<file path="src/rtl/tone_frame_decoder_pkg.sv">
// tone_frame_decoder_pkg: shared state encoding, counter width and per-group tone defaults
package tone_frame_decoder_pkg;

    localparam int CNT_W = 16;

    localparam int G1_SYNC_MIN = 64;
    localparam int G1_TIMEOUT  = 4096;
    localparam int G2_SYNC_MIN = 64;
    localparam int G2_TIMEOUT  = 4096;

    typedef enum logic [1:0] {
        IDLE = 2'd0,
        SYNC = 2'd1,
        RECV = 2'd2
    } state_t;

    function automatic int group_sync_min(input int grp);
        return grp == 2 ? G2_SYNC_MIN : G1_SYNC_MIN;
    endfunction

    function automatic int group_timeout(input int grp);
        return grp == 2 ? G2_TIMEOUT : G1_TIMEOUT;
    endfunction

    // Counters stick at all-ones instead of wrapping back to zero
    function automatic logic [CNT_W-1:0] sat_inc(input logic [CNT_W-1:0] v);
        return &v ? v : v + 1'b1;
    endfunction

endpackage

</file>
<file path="src/rtl/tone_frame_decoder_if.sv">
// tone_frame_decoder_if: detector bits in, framed words out, for one tone group
interface tone_frame_decoder_if #(
    parameter int WORD_BITS = 8
);
    logic                 clk_enable;
    logic                 det_cmd;
    logic                 det_clk;
    logic                 det_sync;
    logic [WORD_BITS-1:0] word_out;
    logic                 word_valid;
    logic                 frame_err;
    logic                 busy;

    modport master (
        output clk_enable, det_cmd, det_clk, det_sync,
        input  word_out, word_valid, frame_err, busy
    );

    modport slave (
        input  clk_enable, det_cmd, det_clk, det_sync,
        output word_out, word_valid, frame_err, busy
    );
endinterface

</file>
<file path="src/rtl/tone_edge_qualifier.sv">
// tone_edge_qualifier: bit-clock rising-edge detect and sync-tone length qualification
module tone_edge_qualifier
    import tone_frame_decoder_pkg::*;
#(
    parameter int SYNC_MIN = 64
) (
    input  logic clk,
    input  logic reset,
    input  logic en,
    input  logic det_clk,
    input  logic det_sync,
    output logic clk_rise,
    output logic sync_qual
);
    logic             det_clk_q;
    logic [CNT_W-1:0] sync_cnt;

    // Counting runs in every state, so an abort cycle in RECV already counts as the first sync cycle
    always_ff @(posedge clk or negedge reset) begin
        if (!reset) begin
            det_clk_q <= 1'b0;
            sync_cnt  <= '0;
        end else if (en) begin
            det_clk_q <= det_clk;
            sync_cnt  <= det_sync ? sat_inc(sync_cnt) : '0;
        end
    end

    assign clk_rise  = det_clk & ~det_clk_q;
    assign sync_qual = det_sync && sync_cnt == CNT_W'(SYNC_MIN - 1);
endmodule

</file>
<file path="src/rtl/tone_frame_decoder.sv">
// tone_frame_decoder: assembles sync-framed serial words from tone detector bits
module tone_frame_decoder
    import tone_frame_decoder_pkg::*;
#(
    parameter int GROUP     = 1,
    parameter int WORD_BITS = 8,
    parameter int SYNC_MIN  = group_sync_min(GROUP),
    parameter int TIMEOUT   = group_timeout(GROUP)
) (
    input logic                 clk,
    input logic                 reset,
    tone_frame_decoder_if.slave bus
);
    localparam int BW = $clog2(WORD_BITS + 1);

    state_t               state, state_nxt;
    logic [WORD_BITS-1:0] shift, shift_nxt, shifted;
    logic [WORD_BITS-1:0] word_q, word_nxt;
    logic [BW-1:0]        bit_cnt, bit_cnt_nxt, bit_cnt_inc;
    logic [CNT_W-1:0]     tmo_cnt, tmo_nxt;
    logic                 valid_q, valid_nxt, err_q, err_nxt, busy_q;
    logic                 clk_rise, sync_qual;

    tone_edge_qualifier #(.SYNC_MIN(SYNC_MIN)) u_qual (
        .clk      (clk),
        .reset    (reset),
        .en       (bus.clk_enable),
        .det_clk  (bus.det_clk),
        .det_sync (bus.det_sync),
        .clk_rise (clk_rise),
        .sync_qual(sync_qual)
    );

    assign shifted     = WORD_BITS'({shift, bus.det_cmd});
    assign bit_cnt_inc = bit_cnt + 1'b1;

    // Priority in RECV: sync abort, then bit edge, then timeout
    always_comb begin
        state_nxt   = state;
        shift_nxt   = shift;
        bit_cnt_nxt = bit_cnt;
        tmo_nxt     = tmo_cnt;
        word_nxt    = word_q;
        valid_nxt   = 1'b0;
        err_nxt     = 1'b0;
        case (state)
            IDLE: state_nxt = sync_qual ? SYNC : IDLE;
            SYNC: begin
                if (!bus.det_sync) begin
                    state_nxt   = RECV;
                    shift_nxt   = '0;
                    bit_cnt_nxt = '0;
                    tmo_nxt     = '0;
                end
            end
            RECV: begin
                if (bus.det_sync) begin
                    err_nxt   = 1'b1;
                    state_nxt = IDLE;
                end else if (clk_rise) begin
                    shift_nxt   = shifted;
                    bit_cnt_nxt = bit_cnt_inc;
                    tmo_nxt     = '0;
                    if (bit_cnt_inc == BW'(WORD_BITS)) begin
                        word_nxt  = shifted;
                        valid_nxt = 1'b1;
                        state_nxt = IDLE;
                    end
                end else if (tmo_cnt == CNT_W'(TIMEOUT - 1)) begin
                    err_nxt   = 1'b1;
                    state_nxt = IDLE;
                end else begin
                    tmo_nxt = sat_inc(tmo_cnt);
                end
            end
            default: state_nxt = IDLE;
        endcase
    end

    always_ff @(posedge clk or negedge reset) begin
        if (!reset) begin
            state   <= IDLE;
            shift   <= '0;
            bit_cnt <= '0;
            tmo_cnt <= '0;
            word_q  <= '0;
            valid_q <= 1'b0;
            err_q   <= 1'b0;
            busy_q  <= 1'b0;
        end else if (bus.clk_enable) begin
            state   <= state_nxt;
            shift   <= shift_nxt;
            bit_cnt <= bit_cnt_nxt;
            tmo_cnt <= tmo_nxt;
            word_q  <= word_nxt;
            valid_q <= valid_nxt;
            err_q   <= err_nxt;
            busy_q  <= state_nxt != IDLE;
        end
    end

    assign bus.word_out   = word_q;
    assign bus.word_valid = valid_q;
    assign bus.frame_err  = err_q;
    assign bus.busy       = busy_q;
endmodule

</file>
<file path="src/flat_wrapper.sv">
// flat-port wrapper written by rule: the top's interface ports become plain ports
module tone_frame_decoder_flat import tone_frame_decoder_pkg::*;
#(
    parameter int GROUP     = 1,
    parameter int WORD_BITS = 8,
    parameter int SYNC_MIN  = group_sync_min(GROUP),
    parameter int TIMEOUT   = group_timeout(GROUP)
)
  (clk, reset, bus_clk_enable, bus_det_cmd, bus_det_clk, bus_det_sync, bus_word_out, bus_word_valid, bus_frame_err, bus_busy);
  tone_frame_decoder_if #(.WORD_BITS(WORD_BITS)) bus_i ();
  input logic clk;
  input logic reset;
  input wire logic [$bits(bus_i.clk_enable)-1:0] bus_clk_enable;
  input wire logic [$bits(bus_i.det_cmd)-1:0] bus_det_cmd;
  input wire logic [$bits(bus_i.det_clk)-1:0] bus_det_clk;
  input wire logic [$bits(bus_i.det_sync)-1:0] bus_det_sync;
  output wire logic [$bits(bus_i.word_out)-1:0] bus_word_out;
  output wire logic [$bits(bus_i.word_valid)-1:0] bus_word_valid;
  output wire logic [$bits(bus_i.frame_err)-1:0] bus_frame_err;
  output wire logic [$bits(bus_i.busy)-1:0] bus_busy;
  assign bus_i.clk_enable = bus_clk_enable;
  assign bus_i.det_cmd = bus_det_cmd;
  assign bus_i.det_clk = bus_det_clk;
  assign bus_i.det_sync = bus_det_sync;
  assign bus_word_out = bus_i.word_out;
  assign bus_word_valid = bus_i.word_valid;
  assign bus_frame_err = bus_i.frame_err;
  assign bus_busy = bus_i.busy;
  tone_frame_decoder #(.GROUP(GROUP), .WORD_BITS(WORD_BITS), .SYNC_MIN(SYNC_MIN), .TIMEOUT(TIMEOUT)) u_core (.clk(clk), .reset(reset), .bus(bus_i));
endmodule
</file>
<file path="config.mk">
export PLATFORM = sky130hd
export DESIGN_NAME = tone_frame_decoder_flat
export DESIGN_NICKNAME = d
export VERILOG_FILES = /design/src/rtl/tone_frame_decoder_pkg.sv /design/src/rtl/tone_frame_decoder_if.sv /design/src/rtl/tone_edge_qualifier.sv /design/src/rtl/tone_frame_decoder.sv /design/src/flat_wrapper.sv
export SDC_FILE = /design/constraint.sdc
export NUM_CORES = 1
export LEC_CHECK = 0
export ABC_AREA = 1
export CAP_MARGIN = 20
export CORE_MARGIN = 2
export CORE_UTILIZATION = 56
export DETAILED_ROUTE_END_ITERATION = 10
export DONT_BUFFER_PORTS = 1
export GPL_TIMING_DRIVEN = 0
export PLACE_DENSITY = 0.76
export SLEW_MARGIN = 0
export SYNTH_ARGS = -nofsm -noshare
export SYNTH_HDL_FRONTEND = slang
export SYNTH_HIERARCHICAL = 1
export SYNTH_SLANG_ARGS = --single-unit
</file>
<file path="constraint.sdc">
create_clock -name clk -period 1.8 [get_ports clk]
set_input_delay 0.18 -clock clk [delete_from_list [all_inputs] [get_ports clk]]
set_output_delay 0.18 -clock clk [all_outputs]
set_load 0.03 [all_outputs]
</file>
### After elaboration in Yosys (flattened, before gate mapping)

Index checks and enable logic that the tools add are counted.

| storage, ports and cells | value |
|---|---|
| word-level logic and storage cells | 68 |
| output and inout bits | 11 |
| input port bits | 6 |
| bits in registers | 57 |

| operators by class | value |
|---|---|
| $add $sub $neg | 3 |
| multiplexer cells | 31 |
| equality and inequality tests | 11 |
| reductions and logical operators | 10 |
| bitwise logic cells | 3 |

Operators with widths:

| kind | count |
|---|---|
| 16-bit two-way mux | 7 |
| 16-bit by 1-bit adder with 16-bit output, second input constant | 2 |
| 16-bit case mux with 2 select lines | 1 |
| 16-bit AND reduction | 2 |
| 7-bit two-way mux | 3 |
| 16-bit by 12-bit equality test with 1-bit output, second input constant | 1 |
| 16-bit by 6-bit equality test with 1-bit output, second input constant | 1 |
| 7-bit case mux with 2 select lines | 1 |
| 4-bit two-way mux | 3 |
| 2-bit two-way mux | 5 |
| 5-bit AND reduction | 2 |
| 1-bit two-way mux | 9 |
| 4-bit case mux with 2 select lines | 1 |
| 2-bit inequality test, second input constant | 3 |
| 3-bit by 2-bit inequality test with 1-bit output, second input constant | 2 |
| 2-bit case mux with 3 select lines | 1 |
| 6-bit AND reduction | 1 |
| 4-bit by 1-bit adder with 4-bit output, second input constant | 1 |
| 4-bit equality test, second input constant | 1 |
| 2-bit nonzero test | 2 |
| 2-bit by 1-bit equality test with 1-bit output, second input constant | 1 |
| 2-bit equality test, second input constant | 1 |
| 2-bit logical NOT | 1 |
| 2-bit by 1-bit inequality test with 1-bit output, second input constant | 1 |
| 4 further kinds | 5 |

### Depth between registers and ports, before layout

Gate-level depths: netlist (run 1).

| depth | value |
|---|---|
| word-level depth | 7 |
| depth in mapped cells | 12 |

### Modules after synthesis

Netlist (run 1), hierarchy kept.

Modules (own cells, without submodules):

| module | instances | cells an instance | seq. area each (µm²) | area each (µm²) |
|---|---|---|---|---|
| tone_frame_decoder | 1 | 303 | 1001.0 | 2269.7 |
| tone_edge_qualifier | 1 | 164 | 425.4 | 1161.1 |

### Worst setup path before layout (run 1)

OpenSTA, ideal clock, no wires.

| timing path | value |
|---|---|
| path type | reg2reg |
| start | register u_core.tmo_cnt[0] |
| end | register u_core.tmo_cnt[1] |
| path buffers | 1 |
| setup slack | 0.295 ns |
| data required time | 1.682 ns |
| library setup time | 0.118 ns |
| cell stages (with the launch flop) | 11 |
| arrival time | 1.386 ns |
| path through | dfrtp_1 > ha_1 > nand3_2 > inv_2 > nand3_1 > nor2_1 > nor2_2 > nand2_4 > buf_6 > nand2_1 > nand2_1 |

| on the way | value |
|---|---|
| longest elaborated chain between the ends | 6 |
| elaborated cells between the ends (all ways) | 11 |
| those cells by class | add/sub (1); eq/ne (3); mux (5); reduce/logical (2) |

Ends and longest elaborated chain:

| element | line | RTL |
|---|---|---|
| from (decl) | tone_frame_decoder.sv:20 | `logic [CNT_W-1:0] tmo_cnt, tmo_nxt;` |
| from (signal assigned) | tone_frame_decoder.sv:94 | `tmo_cnt <= tmo_nxt;` |
| 16-bit by 1-bit adder with 16-bit output | tone_frame_decoder_pkg.sv:27 | `return &v ? v : v + 1'b1;` |
| 16-bit two-way mux | tone_frame_decoder_pkg.sv:27 |  |
| 16-bit two-way mux | tone_frame_decoder.sv:69 | `end else if (tmo_cnt == CNT_W'(TIMEOUT - 1)) begin` |
| 16-bit two-way mux | tone_frame_decoder.sv:60 | `end else if (clk_rise) begin` |
| 16-bit two-way mux | tone_frame_decoder.sv:57 | `if (bus.det_sync) begin` |
| 16-bit case mux with 2 select lines | tone_frame_decoder.sv:46 | `case (state)` |

Several ways; a longest one is shown, not always the timed one. The select of a mux whose other input is x is not followed.
A chain may end at the register's enable or synchronous reset.

### Final worst setup path (run 1)

| timing path | value |
|---|---|
| start | register u_core.tmo_cnt[0] |
| end | register u_core.tmo_cnt[15] |

The elaborated chain is that of the path after synthesis.

==> impl_metrics.tcl, run 1 <==
set metrics [dict create \
    outcome "completed" \
    synthCells 467 \
    holdWs_ps 21.1 \
    timing.final.hold_violations 0 \
    hold_path.class "input port to flip-flop" \
    die_w_microns 82.3 \
    ant_nets 0 \
    wl_per_cell_microns 13.2 \
    cts.sinks 57 \
    maxCapViolations 0 \
    drtIter0Drc 125 \
    period_needed_ps 1650 \
    fp.coreArea_sq_um 5920 \
    dpl.hpwl_microns 5090 \
    firstDrtPassIters 4 \
    num_rows 28 \
    r2r_end "u_core/tmo_cnt[15]" \
    antenna_found_initial 0 \
    wirelength_microns 7410 \
    worstPathRequired_ps 2080 \
    final.period_utilization_pct 91.7 \
    fin_nets 492 \
    io_pins 17 \
    grt.total_usage_pct 24.3 \
    die_h_microns 82.3 \
    synth_nets 476 \
    cts-root-buf "clkbuf_8" \
    clkLatencyLatePin_ps 350 \
    ctsHtreeMaxLevel 3 \
    critPathMaxFanout 10 \
    synth-async-reset-ratio_pct 100 \
    power.density_nw_per_um2 793 \
    fin_area_sq_um 3840 \
    vias 2948 \
    globalRoute.totalOverflow 0 \
    num-fill-cells 519 \
    placed_cell_area_sq_um 3520 \
    area_growth_syn_to_layout_pct 11.8 \
    drive_above_1_share_pct 15.8 \
    fin_util_pct 64.8 \
    relSlewSlack_pct 65.6 \
    final_cell_mix "nand2_1 (161), dfrtp_1 (57), nor2_1 (49), inv_1 (42), nand3_1 (35)" \
    slew_violations 0 \
    crit_type "flip-flop to flip-flop" \
    diodes 0 \
    die_area_sq_um 6770 \
    synthDistinctLibCells 36 \
    first_global_vias 2744 \
    hp-start "bus_det_sync" \
    dpl_worst_slack_ps -66.3 \
    tightest_slew_ps 516 \
    cp-startpoint "u_core/tmo_cnt[0]" \
    finClkSkew_ps 11.2 \
    critPathArrivalTime_ps 1940 \
    seq_area_frac_synth_pct 41.6 \
    path_clk_slew_ps 70 \
    cts_tree "done" \
    ys.flop_type "dfrtp_1" \
    grt_pass1_wl_microns 12400 \
    critPathLaunchType "flip-flop" \
    fin_ws_ps 149 \
    place_congestion 0.913 \
    reg2reg_slack_ps 150 \
    syn_area_sq_um 3430 \
    viasPerCell 5.24 \
    reg2regPathDepth 10 \
    ir_drop_mv 0.800 \
    total_power_uw 3040 \
    start_util_pct 57.9 \
    port_buffers 0 \
    setup_violations 0 \
    yosysWarnings 6 \
    r2r_start "u_core/tmo_cnt[0]" \
    synth-edff-count 0 \
    crit_path_end_kind "flip-flop" \
    power.leakage_uw 0.00181 \
    grt_start_max_net_pins 58 \
    postSynthAreaPerCell_sq_um 7.35 \
    clk_path_buf_depth 2 \
    critPathCapture "u_core/tmo_cnt[15]" \
    drc 0 \
    fmax_mhz 606 \
    final_common_cell "nand2_1" \
    cts_buffers 9 \
    ys_ff_latch 57 \
]
per-stage QoR:
stage          setup TNS [ps]  cells
3_5_place_dp             -730    542
5_1_grt                 -2.65    563
2_1_floorplan               0    467
3_3_place_gp             -145    542
4_1_cts                     0    562
6_report                    0    563
routing by layer:
metal | share of wire, % | vias to the layer above | global-route usage [%]
met4 | 0.93 | 0 | 7.67
met5 | 0 | - | 0
li1 | - | 1524 | -
met2 | 49 | 50 | 39.7
met1 | 46 | 1369 | 31.4
met3 | 4.4 | 5 | 6.74
report_power, final:
part	switching (uW)	internal, uW
Combinational	191	97.8
Clock	576	790
Sequential	64.5	1320
Total	831	2210
Yosys cell counts (2+ instances only):
master | n | area [sq um]
nor2_2 | 4 | 25.0
xor2_1 | 3 | 26.3
nor4_1 | 4 | 25.0
nand2_4 | 2 | 22.5
o21bai_1 | 5 | 37.5
a22o_1 | 8 | 70.1
nand3_2 | 5 | 50.1
o21ai_0 | 10 | 50.1
or2_2 | 4 | 25.0
nand2_2 | 10 | 62.6
nor2_4 | 8 | 90.1
nand3_1 | 35 | 175
nor2_1 | 50 | 188
ha_1 | 3 | 37.5
inv_1 | 42 | 158
dfrtp_1 | 57 | 1430
o21ai_1 | 11 | 55.1
inv_2 | 10 | 37.5
nand2_1 | 161 | 604
nand4_1 | 9 | 56.3
buf_2 | 3 | 15.0
o21ai_2 | 5 | 43.8
nor3_1 | 4 | 20.0
buf_6 | 2 | 22.5
registers in the layout, indices dropped and copies added, names as in the netlist, 2 cells and up:
register,flops
u_core/tmo_cnt,16
u_core/u_qual/sync_cnt,16
u_core/bus.word_out,8
u_core/shift,7
u_core/bit_cnt,4
u_core/state,2
cell type report:
class                   instances  area, sq um  share of cell area, %
plain buffers                   8         60.1                   1.57
clock buffers                   9          124                   3.23
clock inverters                 7          103                   2.67
inverters                      52          195                   5.09
multi-input cells             350         1770                   46.1
flip-flops and latches         57         1430                   37.2
well taps                      75         93.8                   2.45
repair buffers                  5         65.1                   1.70
critical path, cell delays in order, from the launching register on:
cell,delay (ps)
dfrtp_1,390
ha_1,250
nand3_4,140
nor2_4,150
nand3_2,70
nand2_2,90
nand2_2,90
nand2_4,120
buf_6,150
nand2_1,60
nand2_1,70
cells by family after synthesis:
family	share of synthesized area, %
XOR/XNOR	1.02
adder cells (fa/ha/maj)	1.09
AO/OA/AOI/OAI	8.79
AND/OR/NAND/NOR	39.8
multiplexers	0.328
buffers and inverters	7.44
flip-flops	41.6
worst min-delay path by stage:
stage	slack, ps	to	cells after the start
CTS	6	u_core/bus.word_valid	3
global route	10	u_core/bus.word_valid	3
floorplan	-120	u_core/bit_cnt[0]	0
finish	20	u_core/bus.word_valid	3
global placement	-110	u_core/tmo_cnt[5]	0
detailed placement	-110	u_core/tmo_cnt[4]	0
repair_timing:
item | in CTS | in global routing
gates resized for setup | 1 | 3
buffers inserted | 0 | 1
hold buffers | 4 | 0
endpoints found under the setup margin | 18 | 26
endpoints found under the hold margin | 63 | 0
No activity file was read; power rests on OpenSTA's default activity.
==> run 2, diff against run 1 <==
--- a/config.mk
+++ b/config.mk
@@ -6,7 +6,7 @@
 export NUM_CORES = 1
 export LEC_CHECK = 0
 export ABC_AREA = 1
-export CAP_MARGIN = 20
+export CAP_MARGIN = 40
 export CORE_MARGIN = 2
 export CORE_UTILIZATION = 56
 export DETAILED_ROUTE_END_ITERATION = 10
==> results of run 2 <==
The final DEF is identical to that of run 1; final timing and power are the same.
==> run 3, diff against run 2 <==
--- a/config.mk
+++ b/config.mk
@@ -16,5 +16,4 @@
 export SLEW_MARGIN = 0
 export SYNTH_ARGS = -nofsm -noshare
 export SYNTH_HDL_FRONTEND = slang
-export SYNTH_HIERARCHICAL = 1
 export SYNTH_SLANG_ARGS = --single-unit
==> constraint.sdc (replaced) <==
create_clock -name clk -period 2.1 [get_ports clk]
set_input_delay 0.21 -clock clk [delete_from_list [all_inputs] [get_ports clk]]
set_output_delay 0.21 -clock clk [all_outputs]
set_load 0.03 [all_outputs]
==> run 3 against run 2 <==
Compared with the run above:
- sequential power down 8%
- area after synthesis down 2.7%
- register-to-register slack better by 120 ps
- maximum frequency down 9.7%
- total power down 11%
- clock skew down 2.1 ps
- critical path depth unchanged
- clock power down 15%
- largest cell class unchanged
- largest power group unchanged
- highest routed layer unchanged
==> impl_metrics.tcl, run 3 <==
set metrics [dict create \
    seq_area_frac_synth_pct 42.7 \
    synth_top_area_share_pct 42.7 \
    num-fill-cells 504 \
    path_clk_slew_ps 70 \
    wl_per_cell_microns 13.2 \
    relSlewSlack_pct 66.8 \
    outcome "completed" \
    timing.final.hold_violations 0 \
    yosysMostFrequentCell "nand2_1" \
    crit_path_end_kind "flip-flop" \
    clk_path_buf_depth 2 \
    holdPathStages 4 \
    die_w_microns 81.2 \
    clkLatencyLatePin_ps 330 \
    postSynthAreaPerCell_sq_um 7.45 \
    area_growth_syn_to_layout_pct 11.3 \
    period_needed_ps 1830 \
    critPathMaxFanout 10 \
    fin_nets 472 \
    num_rows 28 \
    port_buffers 0 \
    start_util_pct 57.0 \
    cts_tree "done" \
    first_global_vias 2730 \
    final_common_cell "nand2_1" \
    slew_violations 0 \
    ir_drop_mv 0.764 \
    power.density_nw_per_um2 732 \
    vias 2923 \
    hold_path.class "input port to flip-flop" \
    power.leakage_uw 0.00176 \
    viasPerCell 5.38 \
    critPathArrivalTime_ps 2040 \
    fmax_mhz 547 \
    final.period_utilization_pct 87.0 \
    final_cell_mix "nand2_1 (125), dfrtp_1 (57), nor2_1 (56), inv_1 (54), nand3_1 (38)" \
    io_pins 17 \
    syn_area_sq_um 3340 \
    tightest_slew_ps 498 \
    diodes 0 \
    ys.flop_type "dfrtp_1" \
    post_cts_buffers 0 \
    yosysWarnings 0 \
    synth_commonest_cells "nand2_1 (125), dfrtp_1 (57), nor2_1 (56)" \
    synth-async-reset-ratio_pct 100 \
    grt.total_usage_pct 24.3 \
    setup-tns-final_ps 0 \
    setup_violations 0 \
    synth_nets 457 \
    worstPathRequired_ps 2310 \
    synthCells 448 \
    dpl.hpwl_microns 5040 \
    maxCapViolations 0 \
    die_area_sq_um 6590 \
    antenna_found_initial 0 \
    ys_ff_latch 57 \
    grt_start_max_net_pins 58 \
    ctsHtreeMaxLevel 3 \
    grt_setup_unrepaired "no" \
    place_congestion 0.896 \
    ant_nets 0 \
    drive_above_1_share_pct 11.8 \
    synth_area_leaders "dfrtp_1 (43%), nand2_1 (14%), nor2_1 (6.3%), inv_1 (6.1%), nand3_1 (5.7%)" \
    critPathLaunchType "flip-flop" \
    fp.coreArea_sq_um 5850 \
    wirelength_microns 7190 \
    reg2regPathDepth 10 \
    multi_input_area_sq_um 1620 \
    finClkSkew_ps 9.09 \
    crit_type "flip-flop to flip-flop" \
    globalRoute.totalOverflow 0 \
    ff_latch_area_sq_um 1430 \
    dpl_worst_slack_ps 262 \
    die_h_microns 81.2 \
    synth.largest_area_cell "dfrtp_1" \
    cts_buffers 9 \
    fin_ws_ps 272 \
    synth-edff-count 0 \
    synthDistinctLibCells 33 \
    cts.sinks 57 \
    grt_pass1_wl_microns 12400 \
    drtIter0Drc 125 \
    cts-root-buf "clkbuf_8" \
    drc 0 \
    firstDrtPassIters 4 \
    reg2reg_slack_ps 270 \
]
## run 3: changes by cell type in the layout (fill, tap and decap cells not counted), moves of 5 or more
cell,change
nor2_4,-5
nand4_1,+9
o21ai_0,+18
a22o_1,-6
inv_1,+12
nor2_1,+7
xor2_1,+5
inv_2,-7
nand2_1,-36
## run 3: critical path, stage by stage, from the launching register on
cell and delay, ps:
dfrtp_1 440, ha_1 270, nand2_1 70, inv_1 90, nand2_2 80, nor2_4 150
nand2_2 80, o21ai_2 140, buf_6 170, buf_12 130, o21ai_0 80
## run 3: per-layer routing
layer  track usage, %  wire, microns  vias up
met4             10.5            126        0
li1                 -              -     1476
met3             4.78            281       12
met2             38.5           3380       55
met5                0              0        -
met1             32.5           3400     1380
## run 3: what timing repair did
item                       CTS  global route
hold buffers                 4             0
hold endpoints to repair    60             0
setup endpoints to repair    0             0
gates resized for setup      0             0
## run 3: cell type report
class | instances | share of cell area, %
multi-input combinational | 325 | 43.5
sequential | 57 | 38.4
inverter | 57 | 5.76
clock buffer | 9 | 3.33
clock inverter | 7 | 2.76
tap | 75 | 2.53
buffer | 9 | 2.16
timing repair buffer | 4 | 1.55
## run 3: worst paths after layout
path                                            from                          to
min reg2reg                          u_core.shift[0]             u_core.shift[1]
max in group asynchronous                      reset   u_core.u_qual.sync_cnt[4]
min                                     bus_det_sync  u_core.u_qual.sync_cnt[12]
max reg2reg                u_core.u_qual.sync_cnt[0]  u_core.u_qual.sync_cnt[11]
min in group asynchronous                      reset          u_core.tmo_cnt[11]
max                        u_core.u_qual.sync_cnt[0]  u_core.u_qual.sync_cnt[11]
## run 3: kinds of logic after synthesis
kind of cell / count (synthesis) / synth area share, %
simple gates: 261 / 35.1
xor+xnor: 8 / 2.10
fa+ha+maj: 3 / 1.12
buf+inv: 66 / 8.81
compound gates: 53 / 10.2
flops: 57 / 42.7
## run 3: report_power, final
group | switching [uW] | internal, uW | leakage [uW] | total [uW]
Combinational | 178 | 97.0 | 0.000896 | 275
Clock | 486 | 677 | 0.000110 | 1160
Sequential | 83.0 | 1200 | 0.000755 | 1280
Total | 747 | 1970 | 0.00176 | 2720
## run 3: through the flow
step                hold slack, ps  util, %  total power (uW)  area (sq um)  std cells
floorplan                    -85.6        -              1480          3340        448
global placement             -83.1     58.6              1530          3430        523
CTS                            111     63.5              2750          3710        543
global route                   157     63.5              2860          3710        543
finish                         135     63.5              2720          3710        543
detailed placement           -83.6     58.6              1540          3430        523
